`src/rtl/countdown_timer_bcd_if.sv`:
```
// Control pulses and display/status outputs of the BCD countdown timer.
// The master side (key debouncers / bench) drives pulses; the timer is the slave.
interface countdown_timer_bcd_if;
  logic       START;
  logic       PAUSE;
  logic       PENALTY;
  logic [3:0] DECIMOS;
  logic [3:0] SEGUNDOS_UNIDADE;
  logic [3:0] SEGUNDOS_DECIMOS;
  logic [3:0] MINUTOS;
  logic       RUNNING;
  logic       WARNING;
  logic       TEMPO_ACABOU;

  modport master (
    output START, PAUSE, PENALTY,
    input  DECIMOS, SEGUNDOS_UNIDADE, SEGUNDOS_DECIMOS, MINUTOS,
    input  RUNNING, WARNING, TEMPO_ACABOU
  );

  modport slave (
    input  START, PAUSE, PENALTY,
    output DECIMOS, SEGUNDOS_UNIDADE, SEGUNDOS_DECIMOS, MINUTOS,
    output RUNNING, WARNING, TEMPO_ACABOU
  );
endinterface

```
`src/rtl/countdown_timer_bcd.sv`:
```
// M:SS.d countdown for the bomb game: tick prescaler, start/pause FSM, time penalty,
// low-time warning and expiry flag. Display digits are registered alongside the time.
module countdown_timer_bcd #(
  parameter int CLK_DIV        = 1,
  parameter int START_TENTHS   = 1200,
  parameter int PENALTY_TENTHS = 100,
  parameter int WARN_TENTHS    = 100
) (
  input  logic                  CLOCK,
  input  logic                  RESET,
  countdown_timer_bcd_if.slave  bus
);

  localparam int              PW         = (CLK_DIV > 1) ? $clog2(CLK_DIV) : 1;
  localparam logic [PW-1:0]   PRESC_LAST = PW'(CLK_DIV - 1);
  localparam logic [PW-1:0]   PRESC_ONE  = PW'(1);
  localparam logic [12:0]     T_START    = 13'(START_TENTHS);
  localparam logic [13:0]     T_PENALTY  = 14'(PENALTY_TENTHS);
  localparam logic [12:0]     T_WARN     = 13'(WARN_TENTHS);

  localparam logic [1:0] ST_IDLE    = 2'd0;
  localparam logic [1:0] ST_RUN     = 2'd1;
  localparam logic [1:0] ST_PAUSED  = 2'd2;
  localparam logic [1:0] ST_EXPIRED = 2'd3;

  // Mixed-radix split of tenths into {minutes, seconds tens, seconds units, tenths}.
  function automatic logic [15:0] to_digits(input logic [12:0] t);
    logic [12:0] secs;
    logic [12:0] mins;
    logic [12:0] sec_in_min;
    logic [12:0] sec_tens;
    logic [3:0]  d_tenths;
    logic [3:0]  d_units;
    secs       = t / 13'd10;
    d_tenths   = 4'(t - secs * 13'd10);
    mins       = secs / 13'd60;
    sec_in_min = secs - mins * 13'd60;
    sec_tens   = sec_in_min / 13'd10;
    d_units    = 4'(sec_in_min - sec_tens * 13'd10);
    return {4'(mins), 4'(sec_tens), d_units, d_tenths};
  endfunction

  logic [1:0]    state_q, state_d;
  logic [12:0]   t_q, t_d;
  logic [PW-1:0] presc_q, presc_d;
  logic [15:0]   digits_q, digits_d;
  logic          tick;
  logic          counting;
  logic [13:0]   dec_amt;

  assign counting = (state_q == ST_RUN) || (state_q == ST_PAUSED);

  always_comb begin
    state_d = state_q;
    t_d     = t_q;
    presc_d = presc_q;
    tick    = 1'b0;
    dec_amt = 14'd0;

    case (state_q)
      ST_IDLE: begin
        if (bus.START) begin
          state_d = ST_RUN;
          presc_d = '0;
        end
      end
      ST_RUN: begin
        // Pausing freezes the prescaler, so no tick is taken on the pausing edge.
        if (bus.PAUSE) begin
          state_d = ST_PAUSED;
        end else if (presc_q == PRESC_LAST) begin
          tick    = 1'b1;
          presc_d = '0;
        end else begin
          presc_d = presc_q + PRESC_ONE;
        end
      end
      ST_PAUSED: begin
        if (bus.START && !bus.PAUSE) begin
          state_d = ST_RUN;
        end
      end
      default: begin
      end
    endcase

    if (counting) begin
      dec_amt = (bus.PENALTY ? T_PENALTY : 14'd0) + {13'd0, tick};
      if (dec_amt != 14'd0) begin
        // Saturate at zero; reaching zero by any path expires on this same edge.
        if ({1'b0, t_q} <= dec_amt) begin
          t_d     = '0;
          state_d = ST_EXPIRED;
        end else begin
          t_d = t_q - dec_amt[12:0];
        end
      end
    end

    digits_d = to_digits(t_d);
  end

  always_ff @(posedge CLOCK) begin
    if (RESET) begin
      state_q  <= ST_IDLE;
      t_q      <= T_START;
      presc_q  <= '0;
      digits_q <= to_digits(T_START);
    end else begin
      state_q  <= state_d;
      t_q      <= t_d;
      presc_q  <= presc_d;
      digits_q <= digits_d;
    end
  end

  assign bus.MINUTOS          = digits_q[15:12];
  assign bus.SEGUNDOS_DECIMOS = digits_q[11:8];
  assign bus.SEGUNDOS_UNIDADE = digits_q[7:4];
  assign bus.DECIMOS          = digits_q[3:0];
  assign bus.RUNNING          = (state_q == ST_RUN);
  assign bus.WARNING          = counting && (t_q <= T_WARN);
  assign bus.TEMPO_ACABOU     = (state_q == ST_EXPIRED);

endmodule

```
`src/flat_wrapper.sv`:
```
// flat-port wrapper written by rule: the top's interface ports become plain ports
module countdown_timer_bcd_flat 
#(
  parameter int CLK_DIV        = 1,
  parameter int START_TENTHS   = 1200,
  parameter int PENALTY_TENTHS = 100,
  parameter int WARN_TENTHS    = 100
)
  (CLOCK, RESET, bus_START, bus_PAUSE, bus_PENALTY, bus_DECIMOS, bus_SEGUNDOS_UNIDADE, bus_SEGUNDOS_DECIMOS, bus_MINUTOS, bus_RUNNING, bus_WARNING, bus_TEMPO_ACABOU);
  countdown_timer_bcd_if bus_i ();
  input  logic CLOCK;
  input  logic RESET;
  input wire logic [$bits(bus_i.START)-1:0] bus_START;
  input wire logic [$bits(bus_i.PAUSE)-1:0] bus_PAUSE;
  input wire logic [$bits(bus_i.PENALTY)-1:0] bus_PENALTY;
  output wire logic [$bits(bus_i.DECIMOS)-1:0] bus_DECIMOS;
  output wire logic [$bits(bus_i.SEGUNDOS_UNIDADE)-1:0] bus_SEGUNDOS_UNIDADE;
  output wire logic [$bits(bus_i.SEGUNDOS_DECIMOS)-1:0] bus_SEGUNDOS_DECIMOS;
  output wire logic [$bits(bus_i.MINUTOS)-1:0] bus_MINUTOS;
  output wire logic [$bits(bus_i.RUNNING)-1:0] bus_RUNNING;
  output wire logic [$bits(bus_i.WARNING)-1:0] bus_WARNING;
  output wire logic [$bits(bus_i.TEMPO_ACABOU)-1:0] bus_TEMPO_ACABOU;
  assign bus_i.START = bus_START;
  assign bus_i.PAUSE = bus_PAUSE;
  assign bus_i.PENALTY = bus_PENALTY;
  assign bus_DECIMOS = bus_i.DECIMOS;
  assign bus_SEGUNDOS_UNIDADE = bus_i.SEGUNDOS_UNIDADE;
  assign bus_SEGUNDOS_DECIMOS = bus_i.SEGUNDOS_DECIMOS;
  assign bus_MINUTOS = bus_i.MINUTOS;
  assign bus_RUNNING = bus_i.RUNNING;
  assign bus_WARNING = bus_i.WARNING;
  assign bus_TEMPO_ACABOU = bus_i.TEMPO_ACABOU;
  countdown_timer_bcd #(.CLK_DIV(CLK_DIV), .START_TENTHS(START_TENTHS), .PENALTY_TENTHS(PENALTY_TENTHS), .WARN_TENTHS(WARN_TENTHS)) u_core (.CLOCK(CLOCK), .RESET(RESET), .bus(bus_i));
endmodule
```
`config.mk`:
```
export PLATFORM = sky130hd
export DESIGN_NAME = countdown_timer_bcd_flat
export DESIGN_NICKNAME = d
export VERILOG_FILES = /design/src/rtl/countdown_timer_bcd_if.sv /design/src/rtl/countdown_timer_bcd.sv /design/src/flat_wrapper.sv
export SDC_FILE = /design/constraint.sdc
export NUM_CORES = 1
export LEC_CHECK = 0
export CELL_PAD_IN_SITES_DETAIL_PLACEMENT = 1
export CELL_PAD_IN_SITES_GLOBAL_PLACEMENT = 2
export CORE_MARGIN = 10
export CORE_UTILIZATION = 40
export CTS_BUF_LIST = sky130_fd_sc_hd__clkbuf_8
export DETAILED_ROUTE_END_ITERATION = 8
export HOLD_SLACK_MARGIN = 0.1
export PLACE_DENSITY_LB_ADDON = 0.15
export SYNTH_ARGS = -nofsm -noshare
export SYNTH_HDL_FRONTEND = slang
export SYNTH_SLANG_ARGS = --single-unit
```
`constraint.sdc`:
```
create_clock -name CLOCK -period 24 [get_ports CLOCK]
set_clock_uncertainty 0.15 [all_clocks]
set_input_delay 3.6 -clock CLOCK [delete_from_list [all_inputs] [get_ports CLOCK]]
set_output_delay 3.6 -clock CLOCK [all_outputs]
set_load 0.01 [all_outputs]
```
# After elaboration in Yosys (flattened, before gate mapping)
# Index checks and enable logic that the tools add are counted.
[word_totals]
reg_bits = 32
inputBits = 5
output_inout_bits = 19
wordCells = 49
[op_classes]
add_sub_neg = 6
n_mul = 3
div = 3
n_lt_le_gt_ge = 2
n_eq_ne = 5
n_mux = 18
reduce_logical = 8
[op_table]
columns = ["cell", "count"]
rows = [
  ["13-bit 2-to-1 mux", 3],
  ["13-bit by 4-bit divider with 13-bit output (second input constant)", 2],
  ["13-bit by 3-bit multiplier with 3-bit output (second input constant)", 2],
  ["13-bit subtractor", 2],
  ["14-bit by 1-bit adder with 14-bit output", 1],
  ["13-bit by 14-bit less-or-equal comparator with 1-bit output", 1],
  ["14-bit nonzero test", 1],
  ["13-bit by 6-bit divider with 13-bit output (second input constant)", 1],
  ["13-bit by 7-bit less-or-equal comparator with 1-bit output (second input constant)", 1],
  ["13-bit by 4-bit multiplier with 11-bit output (second input constant)", 1],
  ["2-bit 2-to-1 mux", 6],
  ["4-bit subtractor", 2],
  ["7-bit 2-to-1 mux", 1],
  ["1-bit 2-to-1 mux", 6],
  ["2-bit one-hot mux with 3 select lines", 1],
  ["2-bit equality test (second input constant)", 2],
  ["2-bit != test (second input constant)", 2],
  ["3-bit AND reduction", 1],
  ["2-bit by 1-bit equality test with 1-bit output (second input constant)", 1],
  ["1-bit logical AND", 2],
  ["2-bit logical NOT", 1],
  ["1-bit one-hot mux with 2 select lines", 1],
  ["2-bit nonzero test", 1],
  ["1-bit adder (second input constant)", 1],
  ["2 further kinds", 2],
]

# Depth between registers and ports, before layout
# Gate-level depths: netlist of run 1.
[logic_depth]
word_depth = 15
depth_mapped = 63
depth_no_buf = 58

# Worst setup path before layout of run 1
# OpenSTA, ideal clock, no wires.
[synth_path]
path_type = "input-to-reg"
startpoint = "input port bus_PENALTY"
endpoint = "register u_core.digits_q[7]"
setup_ns = 0.121
arrival_time_ns = 15.304
required_ns = 23.729
setup_slack_ns = 8.425
stages = 51
path_cell_list = "inv_1 > ha_1 > or4_4 > o221a_4 > or4_4 > nand2_2 > nand3_1 > a221o_1 > and3_4 > a221oi_4 > nand3_1 > a21boi_0 > a2111o_1 > and3_4 > o32a_1 > nand3_1 > a2bb2oi_1 > o2bb2a_1 > [15 not listed] > a221oi_1 > a41oi_1 > a32oi_1 > clkbuf_1 > nor2_1 > o21ai_0 > a21oi_1 > a31oi_1 > o21ai_0 > ha_1 > inv_1 > o31ai_1 > inv_1 > ha_1 > fa_1 > xnor2_1 > nor2b_1 > mux2_2"
[synth_between]
elab_chain_len = 13
word_cells_on_any_way = 15
[synth_lines]
columns = ["item", "line", "source"]
rows = [
  ["start: declaration", "flat_wrapper.sv:15", "input wire logic [$bits(bus_i.PENALTY)-1:0] bus_PENALTY;"],
  ["7-bit 2-to-1 mux (*)", "countdown_timer_bcd.sv:88", "dec_amt = (bus.PENALTY ? T_PENALTY : 14'd0) + {13'd0, tick};"],
  ["14-bit by 1-bit adder with 14-bit output (*)", "countdown_timer_bcd.sv:88", ""],
  ["13-bit subtractor / 13-bit by 14-bit less-or-equal comparator with 1-bit output (equally long branches)", "countdown_timer_bcd.sv:95, countdown_timer_bcd.sv:91", ""],
  ["13-bit 2-to-1 mux", "countdown_timer_bcd.sv:91", "if ({1'b0, t_q} <= dec_amt) begin"],
  ["13-bit 2-to-1 mux (*)", "countdown_timer_bcd.sv:89", "if (dec_amt != 14'd0) begin"],
  ["13-bit 2-to-1 mux (*)", "countdown_timer_bcd.sv:87", "if (counting) begin"],
  ["13-bit by 4-bit divider with 13-bit output (*)", "countdown_timer_bcd.sv:34", "secs = t / 13'd10;"],
  ["13-bit by 6-bit divider with 13-bit output", "countdown_timer_bcd.sv:36", "mins = secs / 13'd60;"],
  ["13-bit by 4-bit multiplier with 11-bit output", "countdown_timer_bcd.sv:37", "sec_in_min = secs - mins * 13'd60;"],
  ["13-bit subtractor (*)", "countdown_timer_bcd.sv:37", ""],
  ["13-bit by 4-bit divider with 13-bit output (*)", "countdown_timer_bcd.sv:38", "sec_tens = sec_in_min / 13'd10;"],
  ["via u_core.digits_d[8]", "countdown_timer_bcd.sv:46", "logic [15:0] digits_q, digits_d;"],
  ["13-bit by 3-bit multiplier with 3-bit output (*)", "countdown_timer_bcd.sv:39", "d_units = 4'(sec_in_min - sec_tens * 13'd10);"],
  ["4-bit subtractor (*)", "countdown_timer_bcd.sv:39", ""],
  ["end signal: assignment", "countdown_timer_bcd.sv:108", "digits_q <= to_digits(T_START);"],
  ["end signal: assignment", "countdown_timer_bcd.sv:113", "digits_q <= digits_d;"],
  ["end: declaration", "countdown_timer_bcd.sv:46", ""],
]
# The timed path passes the listed nets; every way through them passes the cells marked *.
# A chain may end at the register's enable or synchronous reset.

# Worst setup path in the final report of run 1
# Ends and elaborated chain as after synthesis.

==> summary.txt, run 1 <==
STA
  – Worst Max-Slew Pin Slew: 1124 ps
  – Tcrit/Tclk final: 75.13%
  – Fmax: 0.05546 GHz
  – Setup Viol. Count Final: 0
  – Final Max Slew Viols: 0
  – Setup slack after layout: 5969 ps
  – Unrepaired setup endpoints after global routing: false
  – Setup TNS: 0 ps
  – Slew HR: 24.72%
  – Final Hold Fails: 0
  – Final worst path period need: 18,030 ps

Critical path
  – Critical path class: in -> reg
  – Reg2reg end: u_core.digits_q[7]$_SDFF_PP0_
  – Setup crit end kind: register
  – CP delay by family, top: compound AO/OA/AOI/OAI gates
  – Crit start category: primary input
  – CP Buf/Inv Count: 5
  – Slowest-stage cell, CP: a221oi_1
  – CP required: 24,040 ps
  – R2r setup slk: 9110 ps
  – WP data arrival: 18,070 ps
  – Worst r2r src: u_core.state_q[1]$_SDFF_PP0_
  – Worst-path fanout max: 13
  – Critical Path Most Common Cell: ha_1
  – Worst reg2reg path depth: 54
  – Crit path depth: 52
  – Slowest Stage Delay on Critical Path: 850 ps

Min path
  – Hold Crit Start: u_core.digits_q[0]$_SDFF_PP0_
  – Hold crit path type: reg -> reg
  – Worst Hold End: u_core.digits_q[0]$_SDFF_PP0_
  – WHS Path Cells: 2

Synth
  – Post-Synthesis Cells: 636
  – Yosys cell types: 94
  – Yosys top cell area share: 12.65%
  – Register area share after synthesis: 12.65%
  – Top cells by count, synth: 60 x nor2_1, 46 x a21oi_1, 42 x nand2_1
  – Main synth FF type: dfxtp_1
  – Most frequent cell after synthesis: nor2_1
  – Area leader, netlist: dfxtp_1
  – Area contributors post-synth: dfxtp_1 13%, ha_1 8.7%, a21oi_1 4.9%
  – Yosys warns: 0
  – FF+latch count, synth: 30
  – Post-synthesis cell area: 4746 um^2
  – Synth Area per Inst: 7.462 um^2
  – Post-synth EDFFs: 0
  – Asr flop ratio synth: 0%

Floorplan
  – Area of the core: 11,520 um^2
  – Row Count: 39
  – Ports: 24
  – Starting Density: 41.21%
  – Die Wd: 128.9 um
  – Die height: 128.9 um
  – Die area: 16,620 um^2

Final layout
  – Non-Filler Instances: 796
  – Filler Cells Inserted: 1,497
  – Final #Nets: 700
  – N_diodes: 0
  – Area grow syn2layout: 9.649%
  – Layout cells sized above 1: 8.576%

Outcome
  – Status: completed

Routing
  – Post-route DRC: 0
  – Via count: 4,904
  – Routed WL: 14,330 um
  – Vias per cell: 6.161
  – DR WL/cell: 18.00 um
  – Drt pass-1 iters: 5
  – Starting DRT DRC Count: 191
  – ANT nets after route: 0

Place
  – Port bufs: 23
  – Placed insts: 788
  – GPL Wtd Cong: 0.8312
  – Place WS: 5721 ps
  – Post-DP HPWL: 11,410 um

CTS
  – Clock tree from TritonCTS: yes
  – CTS root buf: clkbuf_8
  – Number of hold buffers added after CTS: 0
  – Worst-Skew Late Latency: 300 ps
  – H-tree depth: 2
  – Post-cts sizing count: 0
  – Clk sinks: 30
  – Longest Clk Path Bufs: 2
  – CTS buffer count: 5
  – Clk slew on worst S/H paths: 70 ps
  – Postcts setup bufs: 0

Global routing
  – Total grt overflow: 0
  – Antenna violations before repair: 0
  – Global-route wire length before repair: 24,000 um
  – Vias in the first global route: 5,034
  – Largest net degree at the start of global routing: 33
  – Total GRT Usage: 17.03%

Flow run
  – Max cap viols: 0
metrics by stage:
| step | util [%] | instance area [um^2] | hold WS, ps |
|---|---|---|---|
| CTS | 45.19 | 5204 | 401.5 |
| finish | 45.19 | 5204 | 394.5 |
| global placement | 44.36 | 5109 | 377.9 |
| floorplan | - | 4757 | 349.4 |
| detailed placement | 44.36 | 5109 | 391.2 |
| global route | 45.19 | 5204 | 466.7 |
registers in the layout, summed over array words and instances (netlist names):
signal / count
u_core.state_q: 2
u_core.t_q: 12
u_core.digits_q: 16
tightest hold or removal path: cells and delay by family, from the launching register on:
family	cells	cell delay (ps)
compound gates	1	130
simple gates	1	40
flops	1	330
per-layer routing:
| metal | GRT usage (%) | vias to the layer above | share of wire (%) |
|---|---|---|---|
| met2 | 32.01 | 59 | 51 |
| met1 | 19.67 | 2410 | 45 |
| li1 | - | 2420 | - |
| met3 | 1.971 | 15 | 2.1 |
| met4 | 5.084 | 0 | 1.5 |
| met5 | 0 | - | 0 |
layout by cell type, fill, tap and decap left out, types with 5 or more instances in the layout:
master           instances
o21a_1                   8
nand3_1                 26
a211oi_1                 5
ha_1                    33
inv_1                   40
a22oi_1                  5
nand2b_1                14
and2_1                  11
a31oi_1                  7
dfxtp_1                 30
o31ai_1                  8
nor3_1                  25
clkdlybuf4s50_1         23
xor2_1                   8
nor2_1                  60
o21ai_0                 24
o22ai_1                  8
xnor2_1                 13
o211ai_1                 8
or4_1                    5
conb_1                   5
o31a_1                   5
fa_1                    10
a21oi_1                 46
a21o_1                  14
nor2b_1                  9
or2_2                    8
o21ai_1                  7
nand2_1                 42
buf_4                    8
nor4_1                   6
o2111ai_1                6
or3_1                   11
and3_1                   9
clkbuf_8                 6
cell families (layout without fill, tap and decap cells):
kind of cell / Yosys count / count (layout) / share of synthesized area (%)
buffers and inverters: 65 / 79 / 5.642
adders and majority gates: 44 / 44 / 13.16
other: 2 / 5 / 0.1582
muxes: 6 / 6 / 1.345
DFF: 30 / 30 / 12.65
xor gates and xnor gates: 22 / 22 / 4.218
and+or+nand+nor: 250 / 250 / 27.47
AOI/OAI and AO/OA: 217 / 217 / 35.36
worst max-delay path by stage:
stage / to / from
floorplan: u_core.digits_q[7]$_SDFF_PP0_ / bus_PENALTY
global placement: u_core.digits_q[7]$_SDFF_PP0_ / bus_PENALTY
global route: u_core.digits_q[7]$_SDFF_PP0_ / bus_PENALTY
finish: u_core.digits_q[7]$_SDFF_PP0_ / bus_PENALTY
detailed placement: u_core.digits_q[7]$_SDFF_PP0_ / bus_PENALTY
CTS: u_core.digits_q[7]$_SDFF_PP0_ / bus_PENALTY
final cells by class:
class / count / area [um^2] / area share [%]
repair buffers: 31 / 290.3 / 5.578
inverters: 40 / 150.1 / 2.885
well taps: 143 / 178.9 / 3.438
clock inverters: 2 / 12.51 / 0.2404
multi-input cells: 544 / 3889 / 74.73
clock buffers: 6 / 82.58 / 1.587
flip-flops and latches: 30 / 600.6 / 11.54
Power of run 1 is left out: the tool's default activity adds up to more than one toggle a clock period on the data nets, which glitch-free logic cannot reach.
==> inputs of run 2 (changes only) <==
--- a/config.mk
+++ b/config.mk
@@ -8,7 +8,7 @@
 export CELL_PAD_IN_SITES_DETAIL_PLACEMENT = 1
 export CELL_PAD_IN_SITES_GLOBAL_PLACEMENT = 2
 export CORE_MARGIN = 10
-export CORE_UTILIZATION = 40
+export CORE_UTILIZATION = 34
 export CTS_BUF_LIST = sky130_fd_sc_hd__clkbuf_8
 export DETAILED_ROUTE_END_ITERATION = 8
 export HOLD_SLACK_MARGIN = 0.1
==> constraint.sdc (replaced) <==
create_clock -name CLOCK -period 14.8 [get_ports CLOCK]
set_clock_uncertainty 0.15 [all_clocks]
set_input_delay 2.22 -clock CLOCK [delete_from_list [all_inputs] [get_ports CLOCK]]
set_output_delay 2.22 -clock CLOCK [all_outputs]
set_load 0.01 [all_outputs]
==> run 2 against run 1 <==
Final cell count increased by 12%. Worst hold slack better by 11 ps. Clock-buffer cell count did not move. Worst setup slack got worse by 5500 ps. Via count increased by 4.1%. Largest cell class unchanged.
==> summary.txt, run 2 (synthesis gave the netlist of run 1 again) <==
Place
  – GPL Wtd Cong: 0.8551
  – Post-DP HPWL: 12,110 um
  – Placed insts: 864
  – Place WS: -200.7 ps
  – Port bufs: 23
  – Placement-stage cell area: 5448 um^2

Flow run
  – Max cap viols: 0

Final layout
  – Core Util, Final: 43.56%
  – Most common cell after layout, fill and taps aside: buf_4
  – Largest register by flop count: u_core.digits_q
  – Final #Nets: 761
  – Commonest non-fill, non-tap cells in the layout: 64 x buf_4, 58 x nor2_1, 42 x nand2_1, 41 x a21oi_1, 40 x inv_1
  – Top Registers: u_core.digits_q (16), u_core.t_q (12), u_core.state_q (2)
  – Layout cells sized above 1: 21.57%
  – Design area: 6000 um^2
  – Area grow syn2layout: 26.42%
  – N_diodes: 0
  – Non-Filler Instances: 894
  – Largest register FFs: 16

Floorplan
  – Die area: 19,080 um^2
  – Die height: 138.1 um
  – Die Wd: 138.1 um
  – Starting Density: 34.46%
  – Area of the core: 13,770 um^2
  – Row Count: 43
  – Ports: 24

Routing
  – Starting DRT DRC Count: 177
  – Post-route DRC: 0
  – ANT nets after route: 0
  – Metal-1 WL: 7109 um
  – Routed WL: 15,910 um
  – DR WL/cell: 17.79 um
  – Max Used Layer: met4
  – Met2 WL: 8208 um
  – Routed wl met3: 217 um
  – Via count: 5,106
  – Vias per cell: 5.711
  – Drt pass-1 iters: 4

STA
  – Final Max Slew Viols: 0
  – Setup Viol. Count Final: 0
  – Worst Max-Slew Pin Slew: 881.6 ps
  – Tcrit/Tclk final: 96.81%
  – Setup slack after layout: 471.9 ps
  – Fmax: 0.06979 GHz
  – Final Hold Fails: 0
  – Slew HR: 41.23%
  – Final worst path period need: 14,330 ps

CTS
  – CTS root buf: clkbuf_8
  – Clk sinks: 30
  – Clock tree from TritonCTS: yes
  – Number of hold buffers added after CTS: 0
  – H-tree depth: 2
  – Longest Clk Path Bufs: 2
  – Clk slew on worst S/H paths: 80 ps
  – Worst-Skew Late Latency: 300 ps
  – CTS buffer count: 5

Critical path
  – CP required: 14,840 ps
  – Setup crit end kind: register
  – Crit start category: primary input
  – Worst-path fanout max: 5
  – Slowest Stage Delay on Critical Path: 500 ps
  – Critical path class: in -> reg
  – WP data arrival: 14,370 ps
  – Critical Path Most Common Cell: ha_1
  – Slowest-stage cell, CP: fa_1

Min path
  – Hold crit path type: reg -> reg

Global routing
  – Total GRT Usage: 15.39%
  – Vias in the first global route: 5,230
  – Antenna violations before repair: 0
  – Total grt overflow: 0
  – Global-route wire length before repair: 26,020 um
  – Largest net degree at the start of global routing: 33

Outcome
  – Status: completed
-- run 2: changes by cell type in the layout (fill, tap and decap cells not counted), moves of 4 or more --
cell	before	now
nor4_1	6	2
buf_4	8	64
nor4_2	1	5
a21oi_1	46	41
a21oi_2	0	5
-- run 2: cell type report --
| class | count | area [um^2] |
|---|---|---|
| clock buffers | 6 | 82.58 |
| inverters | 40 | 150.1 |
| clock inverters | 2 | 12.51 |
| fillers | 1730 | 7774 |
| well taps | 180 | 225.2 |
| repair buffers | 90 | 747.0 |
| multi-input cells | 546 | 4182 |
| flip-flops and latches | 30 | 600.6 |
-- run 2: path summary, 6_finish.rpt --
check	from	to	slack, ps	depth (start not counted)
worst min register to register	u_core.digits_q[0]$_SDFF_PP0_	u_core.digits_q[0]$_SDFF_PP0_	410	2
worst max-delay path	bus_PAUSE	u_core.digits_q[7]$_SDFF_PP0_	470	55
worst max register to register	u_core.state_q[1]$_SDFF_PP0_	u_core.digits_q[7]$_SDFF_PP0_	2090	56
worst min-delay path	u_core.digits_q[0]$_SDFF_PP0_	u_core.digits_q[0]$_SDFF_PP0_	410	2
-- run 2: worst max-delay path: cells and delay by family --
family,cells,cell delay (ps)
xor+xnor,2,270
compound gates,22,4710
buf+inv,6,970
fa+ha+maj,9,2670
mux,2,640
simple gates,14,2850
-- run 2: metrics by stage --
step / hold slack [ps] / setup TNS (ps)
after detailed placement: 400.0 / -200.7
after CTS: 411.8 / 0
after global placement: 372.9 / 0
after global routing: 424.8 / -123.0
after floorplan: 349.4 / 0
final: 405.1 / 0
-- run 2: layer usage --
metal	global-route usage (%)	up-vias
li1	-	2547
met1	18.49	2483
met2	28.82	54
met3	1.130	22
met4	3.496	0
met5	0	-
-- run 2: timing repair --
action / in CTS / in global routing
gates resized for setup: 0 / 51
setup endpoints to repair: 0 / 3
setup buffers: 0 / 19
Power of run 2 is left out for the same reason.
==> inputs of run 3 (changes only) <==
--- a/config.mk
+++ b/config.mk
@@ -6,9 +6,8 @@
 export NUM_CORES = 1
 export LEC_CHECK = 0
 export CELL_PAD_IN_SITES_DETAIL_PLACEMENT = 1
-export CELL_PAD_IN_SITES_GLOBAL_PLACEMENT = 2
-export CORE_MARGIN = 10
-export CORE_UTILIZATION = 34
+export CELL_PAD_IN_SITES_GLOBAL_PLACEMENT = 1
+export CORE_UTILIZATION = 43
 export CTS_BUF_LIST = sky130_fd_sc_hd__clkbuf_8
 export DETAILED_ROUTE_END_ITERATION = 8
 export HOLD_SLACK_MARGIN = 0.1
==> run 3 against run 2 <==
Non-clock buffer count up 1. Worst setup slack worse by 140 ps. Core utilization rose by 13 points. Flip-flop and latch count unchanged. Critical endpoint unchanged. Maximum frequency is 1.0% lower. Via count grew 2.4%.
==> summary.txt, run 3 (synthesis gave the netlist of run 1 again) <==
Floorplan
  – Die area: 11,460 um^2
  – Die Wd: 107.1 um
  – Area of the core: 10,510 um^2
  – Ports: 24
  – Die height: 107.1 um
  – Starting Density: 45.16%
  – Row Count: 37

Final layout
  – Non-Filler Instances: 850
  – Largest register by flop count: u_core.digits_q
  – Top Registers: u_core.digits_q (16), u_core.t_q (12), u_core.state_q (2)
  – Final #Nets: 761
  – Filler Cells Inserted: 1,311
  – Area grow syn2layout: 25.60%
  – N_diodes: 0
  – Largest register FFs: 16
  – Commonest non-fill, non-tap cells in the layout: 66 x buf_4, 59 x nor2_1, 41 x nand2_1, 40 x inv_1, 38 x a21oi_1
  – Layout cells sized above 1: 22.83%
  – Area of the multi-input gates: 4197 um^2
  – Most common cell after layout, fill and taps aside: buf_4
  – Storage element area: 600.6 um^2

Min path
  – Hold crit path type: reg -> reg

Routing
  – Vias per cell: 6.148
  – Via count: 5,226
  – DR WL/cell: 18.77 um
  – Post-route DRC: 0
  – ANT nets after route: 0
  – Drt pass-1 iters: 4
  – Starting DRT DRC Count: 241
  – Routed WL: 15,950 um

STA
  – Final Hold Fails: 0
  – Worst Max-Slew Pin Slew: 851.1 ps
  – Setup slack after layout: 327.5 ps
  – Fmax: 0.06910 GHz
  – Final worst path period need: 14,470 ps
  – Setup Viol. Count Final: 0
  – Setup TNS: 0 ps
  – Tcrit/Tclk final: 97.79%
  – Final Max Slew Viols: 0
  – Slew HR: 42.66%
  – Final hold slack: 421.9 ps

CTS
  – Clk sinks: 30
  – CTS root buf: clkbuf_8
  – Number of hold buffers added after CTS: 0
  – Clk slew on worst S/H paths: 70 ps
  – Clock tree from TritonCTS: yes
  – Longest Clk Path Bufs: 2
  – Worst-Skew Late Latency: 300 ps
  – CTS buffer count: 5
  – H-tree depth: 2

Critical path
  – CP Buf/Inv Count: 7
  – Setup crit end kind: register
  – Critical path class: in -> reg
  – Slowest Stage Delay on Critical Path: 540 ps
  – WP data arrival: 14,510 ps
  – CP required: 14,830 ps
  – CP delay by family, top: compound AO/OA/AOI/OAI gates
  – Slowest-stage cell, CP: or4_4
  – Crit start category: primary input
  – Worst-path fanout max: 9
  – Critical Path Most Common Cell: inv_1

Flow run
  – Max cap viols: 0

Global routing
  – Largest net degree at the start of global routing: 33
  – Total grt overflow: 0
  – Vias in the first global route: 5,284
  – Global-route wire length before repair: 25,470 um
  – Antenna violations before repair: 0
  – Total GRT Usage: 27.00%

Place
  – Port bufs: 23
  – Placed insts: 820
  – GPL Wtd Cong: 0.9000
  – Place WS: -398.5 ps
  – Post-DP HPWL: 11,590 um

Outcome
  – Status: completed
[run 3: cell types whose count changed in the layout (fill, tap and decap cells not counted), sizes merged]
cell / previous run / this run
mux2: 4 / 3
buf: 67 / 68
[run 3: routing by layer]
metal  track usage (%)  up-vias  share of wire [%]
li1                  -     2544                  -
met1             32.52     2570                 43
met2             50.09       78                 52
met3             1.945       34                1.5
met4             9.295        0                3.1
met5                 0        -                  0
[run 3: timing repair]
item | 4_1_cts | 5_1_grt
pin swaps | 1 | 24
buffers inserted | 2 | 19
endpoints found under the setup margin | 1 | 3
resized for setup | 9 | 57
cloned | 0 | 1
[run 3: per-stage QoR]
stage / instance area [um^2] / utilization, %
after floorplan: 4757 / -
after global placement: 5393 / 51.32
after detailed placement: 5393 / 51.32
after CTS: 5548 / 52.79
after global routing: 5961 / 56.72
final: 5961 / 56.72
[run 3: path summary, 6_finish.rpt]
path | from | to | slack [ps] | cells past startpoint
setup / recovery | bus_PENALTY | u_core.digits_q[7]$_SDFF_PP0_ | 330 | 52
hold / removal | u_core.t_q[12]$_SDFF_PP0_ | u_core.t_q[12]$_SDFF_PP0_ | 420 | 2
setup reg to reg | u_core.state_q[1]$_SDFF_PP0_ | u_core.digits_q[7]$_SDFF_PP0_ | 2040 | 55
hold reg to reg | u_core.t_q[12]$_SDFF_PP0_ | u_core.t_q[12]$_SDFF_PP0_ | 420 | 2
[run 3: cell type report]
type | count | area share [%]
clock inverter | 2 | 0.2099
timing repair buffer | 91 | 12.55
clock buffer | 6 | 1.385
inverter | 40 | 2.519
multi-input combinational | 545 | 70.40
tap | 136 | 2.855
sequential | 30 | 10.08
[run 3: tightest hold or removal path, cell delays in order (launching register included)]
cell and delay (ps):
dfxtp_1 380, o31ai_4 110, nor2_1 40
Power of run 3 is left out for the same reason.
